$ cat config.mk
export PLATFORM = sky130hd
export DESIGN_NAME = decode_stage_flat
export DESIGN_NICKNAME = d
export VERILOG_FILES = /design/src/rtl/decode_pkg.sv /design/src/rtl/decode_if.sv /design/src/rtl/decode_comb.sv /design/src/rtl/decode_stage.sv /design/src/flat_wrapper.sv
export SDC_FILE = /design/constraint.sdc
export NUM_CORES = 1
export LEC_CHECK = 0
export BUFFER_PORTS_ARGS = -buffer_cell sky130_fd_sc_hd__buf_2
export CORE_UTILIZATION = 50
export DETAILED_ROUTE_END_ITERATION = 6
export PLACE_DENSITY = 0.82
export SETUP_SLACK_MARGIN = 0.15
export SYNTH_ARGS = -nofsm -noshare
export SYNTH_HDL_FRONTEND = slang
export SYNTH_HIERARCHICAL = 1
export SYNTH_SLANG_ARGS = --single-unit
$ cat constraint.sdc
create_clock -name clk -period 11.5 [get_ports clk]
set_input_delay 1.725 -clock clk [delete_from_list [all_inputs] [get_ports clk]]
set_output_delay 1.725 -clock clk [all_outputs]
set_load 0.005 [all_outputs]
$ cat src/rtl/decode_pkg.sv
// Shared opcodes, op-class indices, immediate formats and the decoded-entry
// fields for the decode_stage pipeline slice.
package decode_pkg;

    localparam logic [6:0] OPC_ALUREG = 7'b0110011;
    localparam logic [6:0] OPC_ALUIMM = 7'b0010011;
    localparam logic [6:0] OPC_BRANCH = 7'b1100011;
    localparam logic [6:0] OPC_JALR   = 7'b1100111;
    localparam logic [6:0] OPC_JAL    = 7'b1101111;
    localparam logic [6:0] OPC_AUIPC  = 7'b0010111;
    localparam logic [6:0] OPC_LUI    = 7'b0110111;
    localparam logic [6:0] OPC_LOAD   = 7'b0000011;
    localparam logic [6:0] OPC_STORE  = 7'b0100011;
    localparam logic [6:0] OPC_SYSTEM = 7'b1110011;

    localparam int OP_ALUREG = 0;
    localparam int OP_ALUIMM = 1;
    localparam int OP_BRANCH = 2;
    localparam int OP_JALR   = 3;
    localparam int OP_JAL    = 4;
    localparam int OP_AUIPC  = 5;
    localparam int OP_LUI    = 6;
    localparam int OP_LOAD   = 7;
    localparam int OP_STORE  = 8;
    localparam int OP_SYSTEM = 9;
    localparam int NUM_OP    = 10;

    typedef enum logic [2:0] {
        IMM_I    = 3'd0,
        IMM_S    = 3'd1,
        IMM_B    = 3'd2,
        IMM_U    = 3'd3,
        IMM_J    = 3'd4,
        IMM_NONE = 3'd5
    } imm_fmt_e;

    // Width-independent part of a decoded entry; imm and pc ride alongside.
    typedef struct packed {
        logic [NUM_OP-1:0] op;
        logic [4:0]        rs1;
        logic [4:0]        rs2;
        logic [4:0]        rd;
        logic [2:0]        funct3;
        logic [6:0]        funct7;
        logic              rs1_used;
        logic              rs2_used;
        logic              rd_wr;
        logic              illegal;
    } decode_fields_t;

    function automatic logic [31:0] imm_build(input logic [31:0] instr, input imm_fmt_e fmt);
        logic [31:0] imm;
        case (fmt)
            IMM_I:   imm = {{20{instr[31]}}, instr[31:20]};
            IMM_S:   imm = {{20{instr[31]}}, instr[31:25], instr[11:7]};
            IMM_B:   imm = {{20{instr[31]}}, instr[7], instr[30:25], instr[11:8], 1'b0};
            IMM_U:   imm = {instr[31:12], 12'b0};
            IMM_J:   imm = {{12{instr[31]}}, instr[19:12], instr[20], instr[30:21], 1'b0};
            default: imm = 32'b0;
        endcase
        return imm;
    endfunction

endpackage

$ cat src/rtl/decode_if.sv
// Fetch-side and consumer-side handshake bundle of decode_stage.
// master = surrounding pipeline, slave = the decode stage itself.
interface decode_if #(
    parameter int XLEN = 32,
    parameter int PC_W = 32
);
    logic            flush;
    logic            in_valid;
    logic            in_ready;
    logic [31:0]     in_instr;
    logic [PC_W-1:0] in_pc;
    logic            out_valid;
    logic            out_ready;
    logic [PC_W-1:0] out_pc;
    logic [9:0]      out_op;
    logic [4:0]      out_rs1;
    logic [4:0]      out_rs2;
    logic [4:0]      out_rd;
    logic [2:0]      out_funct3;
    logic [6:0]      out_funct7;
    logic [XLEN-1:0] out_imm;
    logic            out_rs1_used;
    logic            out_rs2_used;
    logic            out_rd_wr;
    logic            out_illegal;

    modport master (
        output flush, in_valid, in_instr, in_pc, out_ready,
        input  in_ready, out_valid, out_pc, out_op, out_rs1, out_rs2, out_rd,
               out_funct3, out_funct7, out_imm, out_rs1_used, out_rs2_used,
               out_rd_wr, out_illegal
    );

    modport slave (
        input  flush, in_valid, in_instr, in_pc, out_ready,
        output in_ready, out_valid, out_pc, out_op, out_rs1, out_rs2, out_rd,
               out_funct3, out_funct7, out_imm, out_rs1_used, out_rs2_used,
               out_rd_wr, out_illegal
    );
endinterface

$ cat src/rtl/decode_comb.sv
// Pure combinational RV32I/RV64I instruction-to-entry decode.
// Illegal-encoding checks are built only when DECODE_ILLEGAL_CHECK_EN is defined.
module decode_comb
    import decode_pkg::*;
#(
    parameter int XLEN = 32
) (
    input  logic [31:0]     instr,
    output decode_fields_t  fields,
    output logic [XLEN-1:0] imm
);

    logic [6:0]        opcode_s;
    logic [2:0]        funct3_s;
    logic [6:0]        funct7_s;
    logic [NUM_OP-1:0] op_s;
    imm_fmt_e          fmt_s;
    logic [31:0]       imm32_s;
    logic              illegal_s;

    assign opcode_s = instr[6:0];
    assign funct3_s = instr[14:12];
    assign funct7_s = instr[31:25];

    // Opcode to one-hot class and immediate format.
    always_comb begin
        op_s  = '0;
        fmt_s = IMM_NONE;
        case (opcode_s)
            OPC_ALUREG: op_s[OP_ALUREG] = 1'b1;
            OPC_ALUIMM: begin op_s[OP_ALUIMM] = 1'b1; fmt_s = IMM_I; end
            OPC_BRANCH: begin op_s[OP_BRANCH] = 1'b1; fmt_s = IMM_B; end
            OPC_JALR:   begin op_s[OP_JALR]   = 1'b1; fmt_s = IMM_I; end
            OPC_JAL:    begin op_s[OP_JAL]    = 1'b1; fmt_s = IMM_J; end
            OPC_AUIPC:  begin op_s[OP_AUIPC]  = 1'b1; fmt_s = IMM_U; end
            OPC_LUI:    begin op_s[OP_LUI]    = 1'b1; fmt_s = IMM_U; end
            OPC_LOAD:   begin op_s[OP_LOAD]   = 1'b1; fmt_s = IMM_I; end
            OPC_STORE:  begin op_s[OP_STORE]  = 1'b1; fmt_s = IMM_S; end
            OPC_SYSTEM: op_s[OP_SYSTEM] = 1'b1;
            default:    op_s = '0;
        endcase
    end

    assign imm32_s = imm_build(instr, fmt_s);
    assign imm     = XLEN'($signed(imm32_s));

`ifdef DECODE_ILLEGAL_CHECK_EN
    // Encoding legality; RV64 shifts use a 6-bit shamt so only funct6 is checked.
    always_comb begin
        illegal_s = 1'b0;
        if ((instr[1:0] != 2'b11) || (op_s == '0)) begin
            illegal_s = 1'b1;
        end else begin
            case (opcode_s)
                OPC_ALUREG: illegal_s = !((funct7_s == 7'b0000000) || (funct7_s == 7'b0100000))
                                     || ((funct7_s == 7'b0100000) && !((funct3_s == 3'b000) || (funct3_s == 3'b101)));
                OPC_BRANCH: illegal_s = (funct3_s == 3'b010) || (funct3_s == 3'b011);
                OPC_JALR:   illegal_s = (funct3_s != 3'b000);
                OPC_LOAD:   illegal_s = (XLEN == 32) ? ((funct3_s == 3'b011) || (funct3_s[2:1] == 2'b11))
                                                     : (funct3_s == 3'b111);
                OPC_STORE:  illegal_s = (XLEN == 32) ? (funct3_s > 3'b010) : (funct3_s > 3'b011);
                OPC_ALUIMM: begin
                    if (funct3_s == 3'b001) begin
                        illegal_s = (XLEN == 32) ? (funct7_s != 7'b0000000) : (instr[31:26] != 6'b000000);
                    end else if (funct3_s == 3'b101) begin
                        illegal_s = (XLEN == 32) ? !((funct7_s == 7'b0000000) || (funct7_s == 7'b0100000))
                                                 : !((instr[31:26] == 6'b000000) || (instr[31:26] == 6'b010000));
                    end else begin
                        illegal_s = 1'b0;
                    end
                end
                default:    illegal_s = 1'b0;
            endcase
        end
    end
`else
    assign illegal_s = 1'b0;
`endif

    // Field slices and operand-usage flags.
    always_comb begin
        fields.op       = op_s;
        fields.rs1      = instr[19:15];
        fields.rs2      = instr[24:20];
        fields.rd       = instr[11:7];
        fields.funct3   = funct3_s;
        fields.funct7   = funct7_s;
        fields.rs1_used = op_s[OP_ALUREG] | op_s[OP_ALUIMM] | op_s[OP_BRANCH]
                        | op_s[OP_JALR] | op_s[OP_LOAD] | op_s[OP_STORE];
        fields.rs2_used = op_s[OP_ALUREG] | op_s[OP_BRANCH] | op_s[OP_STORE];
        fields.rd_wr    = (op_s[OP_ALUREG] | op_s[OP_ALUIMM] | op_s[OP_JALR] | op_s[OP_JAL]
                        | op_s[OP_AUIPC] | op_s[OP_LUI] | op_s[OP_LOAD])
                        & (instr[11:7] != 5'd0) & ~illegal_s;
        fields.illegal  = illegal_s;
    end

endmodule

$ cat src/rtl/decode_stage.sv
// Registered decode stage: main output register plus a one-entry skid buffer,
// valid/ready on both sides, synchronous flush. Honours DECODE_ILLEGAL_CHECK_EN via decode_comb.
module decode_stage
    import decode_pkg::*;
#(
    parameter int XLEN = 32,
    parameter int PC_W = 32
) (
    input  logic    clk,
    input  logic    reset,
    decode_if.slave bus
);

    typedef struct packed {
        decode_fields_t  f;
        logic [XLEN-1:0] imm;
        logic [PC_W-1:0] pc;
    } entry_t;

    decode_fields_t  dec_fields_s;
    logic [XLEN-1:0] dec_imm_s;
    entry_t          dec_s;
    entry_t          main_r, skid_r, main_nxt_s, skid_nxt_s;
    logic            main_valid_r, skid_valid_r, in_ready_r;
    logic            main_valid_nxt_s, skid_valid_nxt_s;
    logic            accept_s, xfer_s;

    decode_comb #(.XLEN(XLEN)) u_comb (
        .instr  (bus.in_instr),
        .fields (dec_fields_s),
        .imm    (dec_imm_s)
    );

    assign dec_s    = {dec_fields_s, dec_imm_s, bus.in_pc};
    assign accept_s = bus.in_valid & in_ready_r;
    assign xfer_s   = main_valid_r & bus.out_ready;

    // Next state of both entries; skid is always older than a fresh accept.
    always_comb begin
        main_nxt_s       = main_r;
        skid_nxt_s       = skid_r;
        main_valid_nxt_s = main_valid_r;
        skid_valid_nxt_s = skid_valid_r;
        if (bus.flush) begin
            main_valid_nxt_s = 1'b0;
            skid_valid_nxt_s = 1'b0;
        end else if (!main_valid_r || xfer_s) begin
            if (skid_valid_r) begin
                main_nxt_s       = skid_r;
                main_valid_nxt_s = 1'b1;
                skid_valid_nxt_s = 1'b0;
            end else if (accept_s) begin
                main_nxt_s       = dec_s;
                main_valid_nxt_s = 1'b1;
            end else begin
                main_valid_nxt_s = 1'b0;
            end
        end else if (accept_s) begin
            skid_nxt_s       = dec_s;
            skid_valid_nxt_s = 1'b1;
        end else begin
            skid_valid_nxt_s = skid_valid_r;
        end
    end

    // Entry registers and registered in_ready.
    always_ff @(posedge clk or posedge reset) begin
        if (reset) begin
            main_r       <= '0;
            skid_r       <= '0;
            main_valid_r <= 1'b0;
            skid_valid_r <= 1'b0;
            in_ready_r   <= 1'b1;
        end else begin
            main_r       <= main_nxt_s;
            skid_r       <= skid_nxt_s;
            main_valid_r <= main_valid_nxt_s;
            skid_valid_r <= skid_valid_nxt_s;
            in_ready_r   <= ~skid_valid_nxt_s;
        end
    end

    assign bus.in_ready     = in_ready_r;
    assign bus.out_valid    = main_valid_r;
    assign bus.out_pc       = main_r.pc;
    assign bus.out_op       = main_r.f.op;
    assign bus.out_rs1      = main_r.f.rs1;
    assign bus.out_rs2      = main_r.f.rs2;
    assign bus.out_rd       = main_r.f.rd;
    assign bus.out_funct3   = main_r.f.funct3;
    assign bus.out_funct7   = main_r.f.funct7;
    assign bus.out_imm      = main_r.imm;
    assign bus.out_rs1_used = main_r.f.rs1_used;
    assign bus.out_rs2_used = main_r.f.rs2_used;
    assign bus.out_rd_wr    = main_r.f.rd_wr;
    assign bus.out_illegal  = main_r.f.illegal;

endmodule

$ cat src/flat_wrapper.sv
// flat-port wrapper written by rule: the top's interface ports become plain ports
module decode_stage_flat import decode_pkg::*;
#(
    parameter int XLEN = 32,
    parameter int PC_W = 32
)
  (clk, reset, bus_flush, bus_in_valid, bus_in_instr, bus_in_pc, bus_out_ready, bus_in_ready, bus_out_valid, bus_out_pc, bus_out_op, bus_out_rs1, bus_out_rs2, bus_out_rd, bus_out_funct3, bus_out_funct7, bus_out_imm, bus_out_rs1_used, bus_out_rs2_used, bus_out_rd_wr, bus_out_illegal);
  decode_if #(.XLEN(XLEN), .PC_W(PC_W)) bus_i ();
  input  logic clk;
  input  logic reset;
  input wire logic [$bits(bus_i.flush)-1:0] bus_flush;
  input wire logic [$bits(bus_i.in_valid)-1:0] bus_in_valid;
  input wire logic [$bits(bus_i.in_instr)-1:0] bus_in_instr;
  input wire logic [$bits(bus_i.in_pc)-1:0] bus_in_pc;
  input wire logic [$bits(bus_i.out_ready)-1:0] bus_out_ready;
  output wire logic [$bits(bus_i.in_ready)-1:0] bus_in_ready;
  output wire logic [$bits(bus_i.out_valid)-1:0] bus_out_valid;
  output wire logic [$bits(bus_i.out_pc)-1:0] bus_out_pc;
  output wire logic [$bits(bus_i.out_op)-1:0] bus_out_op;
  output wire logic [$bits(bus_i.out_rs1)-1:0] bus_out_rs1;
  output wire logic [$bits(bus_i.out_rs2)-1:0] bus_out_rs2;
  output wire logic [$bits(bus_i.out_rd)-1:0] bus_out_rd;
  output wire logic [$bits(bus_i.out_funct3)-1:0] bus_out_funct3;
  output wire logic [$bits(bus_i.out_funct7)-1:0] bus_out_funct7;
  output wire logic [$bits(bus_i.out_imm)-1:0] bus_out_imm;
  output wire logic [$bits(bus_i.out_rs1_used)-1:0] bus_out_rs1_used;
  output wire logic [$bits(bus_i.out_rs2_used)-1:0] bus_out_rs2_used;
  output wire logic [$bits(bus_i.out_rd_wr)-1:0] bus_out_rd_wr;
  output wire logic [$bits(bus_i.out_illegal)-1:0] bus_out_illegal;
  assign bus_i.flush = bus_flush;
  assign bus_i.in_valid = bus_in_valid;
  assign bus_i.in_instr = bus_in_instr;
  assign bus_i.in_pc = bus_in_pc;
  assign bus_i.out_ready = bus_out_ready;
  assign bus_in_ready = bus_i.in_ready;
  assign bus_out_valid = bus_i.out_valid;
  assign bus_out_pc = bus_i.out_pc;
  assign bus_out_op = bus_i.out_op;
  assign bus_out_rs1 = bus_i.out_rs1;
  assign bus_out_rs2 = bus_i.out_rs2;
  assign bus_out_rd = bus_i.out_rd;
  assign bus_out_funct3 = bus_i.out_funct3;
  assign bus_out_funct7 = bus_i.out_funct7;
  assign bus_out_imm = bus_i.out_imm;
  assign bus_out_rs1_used = bus_i.out_rs1_used;
  assign bus_out_rs2_used = bus_i.out_rs2_used;
  assign bus_out_rd_wr = bus_i.out_rd_wr;
  assign bus_out_illegal = bus_i.out_illegal;
  decode_stage #(.XLEN(XLEN), .PC_W(PC_W)) u_core (.clk(clk), .reset(reset), .bus(bus_i));
endmodule
==> summary.txt <==
Routing
  • Via/cell ratio: 5.30
  • Initial drt markers: 228
  • Post-Route WL: 19200 µm
  • Wire per inst: 17.5 µm
  • Detailed Routing Iterations Pass 1: 4
  • Total number of vias: 5821
  • Post-route ant nets: 0
  • DRC viols: 0

Worst setup path
  • Critical Path Max Stage Delay: 0.75 ns
  • Maximum fanout along the worst path: 61
  • R2R Setup Slk: 8.74 ns
  • Endpoint class of the critical path: flop
  • FF-to-FF End: u_core/skid_r[54]
  • CP max stage cell: buf_4
  • Crit path DAT: 4.13 ns
  • Crit path kind: in -> reg
  • Reg2reg start: u_core/bus.out_valid
  • Crit path cell chain: buf_2 -> or3b_1 -> nor2_4 -> buf_4 -> buf_4 -> mux2_2
  • Critical path data required time: 11.88 ns
  • CP dominant cell by count: buf_4
  • Worst r2r path cells: 5
  • Critical Path Source Type: input port

Finish
  • Sequential standard cell area: 5240 µm²
  • Fill cells: 1524
  • Commonest non-fill, non-tap cells in the layout: mux2_2, dfrtp_1, buf_2
  • Commonest non-fill, non-tap cell in the layout: mux2_2
  • Final #Nets: 891
  • Proportion of layout cells with a drive suffix above 1: 0.569
  • Area Growth Syn to Fin: 15.3%
  • Multi-input logic area: 4150 µm²

Timing
  • Relative slew slack: 0.286
  • Slew Viols, Final: 0
  • Setup Skew: 0.0141 ns
  • Fin. Hold Viols: 0
  • Worst-Margin Slew: 1.07 ns
  • Fin crit period: 3.75 ns
  • Highest clock rate: 0.266 GHz
  • Setup tns final: 0 ns
  • Final period utilization: 0.326
  • RSZ-0062 raised after global routing: no
  • Final Setup Violations: 0

Clocking
  • Clock root cell: clkbuf_16
  • Post-CTS Setup Bufs: 0
  • Reg clk slew, reported paths: 0.06 ns
  • TritonCTS Buffers: 23
  • Worst skew pair latency: 0.50 ns
  • Clock sinks: 209
  • Clock Path Buffers: 3
  • H-tree Lvls: 1
  • Hold_buf cts: 0
  • Post-CTS sizing: 0
  • CTS tree: done

Worst hold path
  • Min-Delay Path Class: reg -> reg
  • Hold_sp: u_core/skid_r[20]
  • Hold Path Stages: 1
  • Hold Path Sink: u_core/skid_r[20]

Die
  • # rows: 50
  • Die Wd: 142 µm
  • Die height: 142 µm
  • Initial Util: 0.518
  • Die area: 20200 µm²
  • Area of the core: 19000 µm²
  • IO Pins: 174

GRT
  • Initial antenna violation count: 2
  • Largest net degree at the start of global routing: 150
  • GRT Total Usage: 0.195
  • Vias in the first global route: 5954
  • GR Overflow Total: 0
  • First-pass GRT wire length: 31300 µm

Power
  • Total power: 1.81 mW
  • Pleak: 5.60 nW
  • Max IR drop VDD: 0.0972 mV
  • P per Cell Area: 160 nW/µm²

Yosys
  • Post-synthesis register bit count: 209
  • Post-Syn Instances: 681
  • Post-synth net total: 750
  • Post-synth EDFFs: 0
  • Netlist cell types: 46
  • Seq/Total Area, Yosys: 0.532
  • Synth Cell Area: 9830 µm²
  • Warnings, synthesis: 6
  • Asr flop ratio synth: 1.00
  • Syn avg cell area: 14.4 µm²
  • Most used DFF post-synth: dfrtp_1

Flow run
  • Max Cap Viol: 0

Outcome
  • Outcome: completed

Place
  • Routability cong.: 0.817
  • HPWL after DPL: 12300 µm
  • IO Port Bufs: 173
-- cells in the mapped netlist (3+ instances only) --
library cell	number	area, µm²
clkbuf_1	4	15.0
nand2_1	19	71.3
dfrtp_1	208	5200
buf_6	9	101
a21oi_1	3	15.0
a22o_1	4	35.0
a21o_1	8	60.1
mux2_2	239	2690
buf_2	17	85.1
buf_4	33	248
mux2_1	70	788
nor2_1	7	26.3
nor2b_1	9	56.3
nand2_2	10	62.6
-- area by class of cell --
type / instances / share of cell area
Sequential cell: 209 / 0.462
Clock buffer: 35 / 0.0583
Clock inverter: 5 / 0.00221
Timing Repair Buffer: 179 / 0.0804
Inverter: 2 / 0.00133
Antenna cell: 2 / 0.000442
Multi-Input combinational cell: 407 / 0.366
Tap cell: 260 / 0.0287
-- cell families (layout without fill, tap and decap cells) --
kind of cell,after synthesis,in the layout,synth area share
and+or+nand+nor,72,72,0.0455
buffers and inverters,65,221,0.0465
AOI/OAI and AO/OA,24,24,0.0202
DFF,209,209,0.532
muxes,310,310,0.355
other,1,3,0.000382
-- power by group --
group / switching [mW] / internal [mW] / leakage (nW)
sequential: 0.0522 / 0.849 / 2.68
combinational: 0.103 / 0.137 / 2.58
clock: 0.280 / 0.394 / 0.341
-- stage by stage --
stage               cell area, µm²  hold WS (ns)  std cells  utilization  setup slack, ns
floorplan                     9830         0.452        681            -             4.07
global placement             10600         0.461       1057        0.561             7.24
detailed placement           10600         0.471       1057        0.561             7.23
CTS                          11300         0.483       1097        0.597             7.76
global route                 11300         0.495       1099        0.598             7.65
finish                       11300         0.479       1099        0.598             7.75
-- state kept, by name (all words and copies together), names as in the netlist --
signal / flops
u_core/bus.out_imm: 32
u_core/bus.out_valid: 1
u_core/bus.out_rs2_used: 1
u_core/bus.out_rs2: 5
u_core/bus.out_rs1_used: 1
u_core/bus.out_pc: 32
u_core/bus.out_funct3: 3
u_core/bus.out_rd: 5
u_core/skid_r: 103
u_core/bus.out_rd_wr: 1
u_core/bus.out_illegal: 1
u_core/bus.out_funct7: 7
u_core/bus.out_rs1: 5
u_core/skid_valid_r: 1
u_core/bus.out_op: 10
u_core/bus.in_ready: 1
-- layer usage --
layer | global-route usage | wire [µm] | up-vias
met5 | 0 | 0 | -
met4 | 0.0555 | 429 | 0
met3 | 0.0525 | 1340 | 31
met2 | 0.299 | 8580 | 164
met1 | 0.270 | 8860 | 2936
li1 | - | - | 2690
-- worst max-delay path: cells and delay by family --
kind          cells  cell delay [ns]
buf+inv           3             1.35
mux               1             0.42
simple gates      2             0.54
-- worst max path at each step --
stage,start,end,slack (ns),cells after the start
3_5_place_dp,bus_flush,u_core/skid_r[53],7.23,6
3_3_place_gp,bus_flush,u_core/skid_r[62],7.24,6
5_1_grt,bus_flush,u_core/skid_r[52],7.65,6
6_report,bus_flush,u_core/skid_r[54],7.75,6
2_1_floorplan,reset,u_core/bus.out_funct3[0],4.07,1
4_1_cts,bus_flush,u_core/skid_r[54],7.76,6
(Power assumes the default switching activity.)
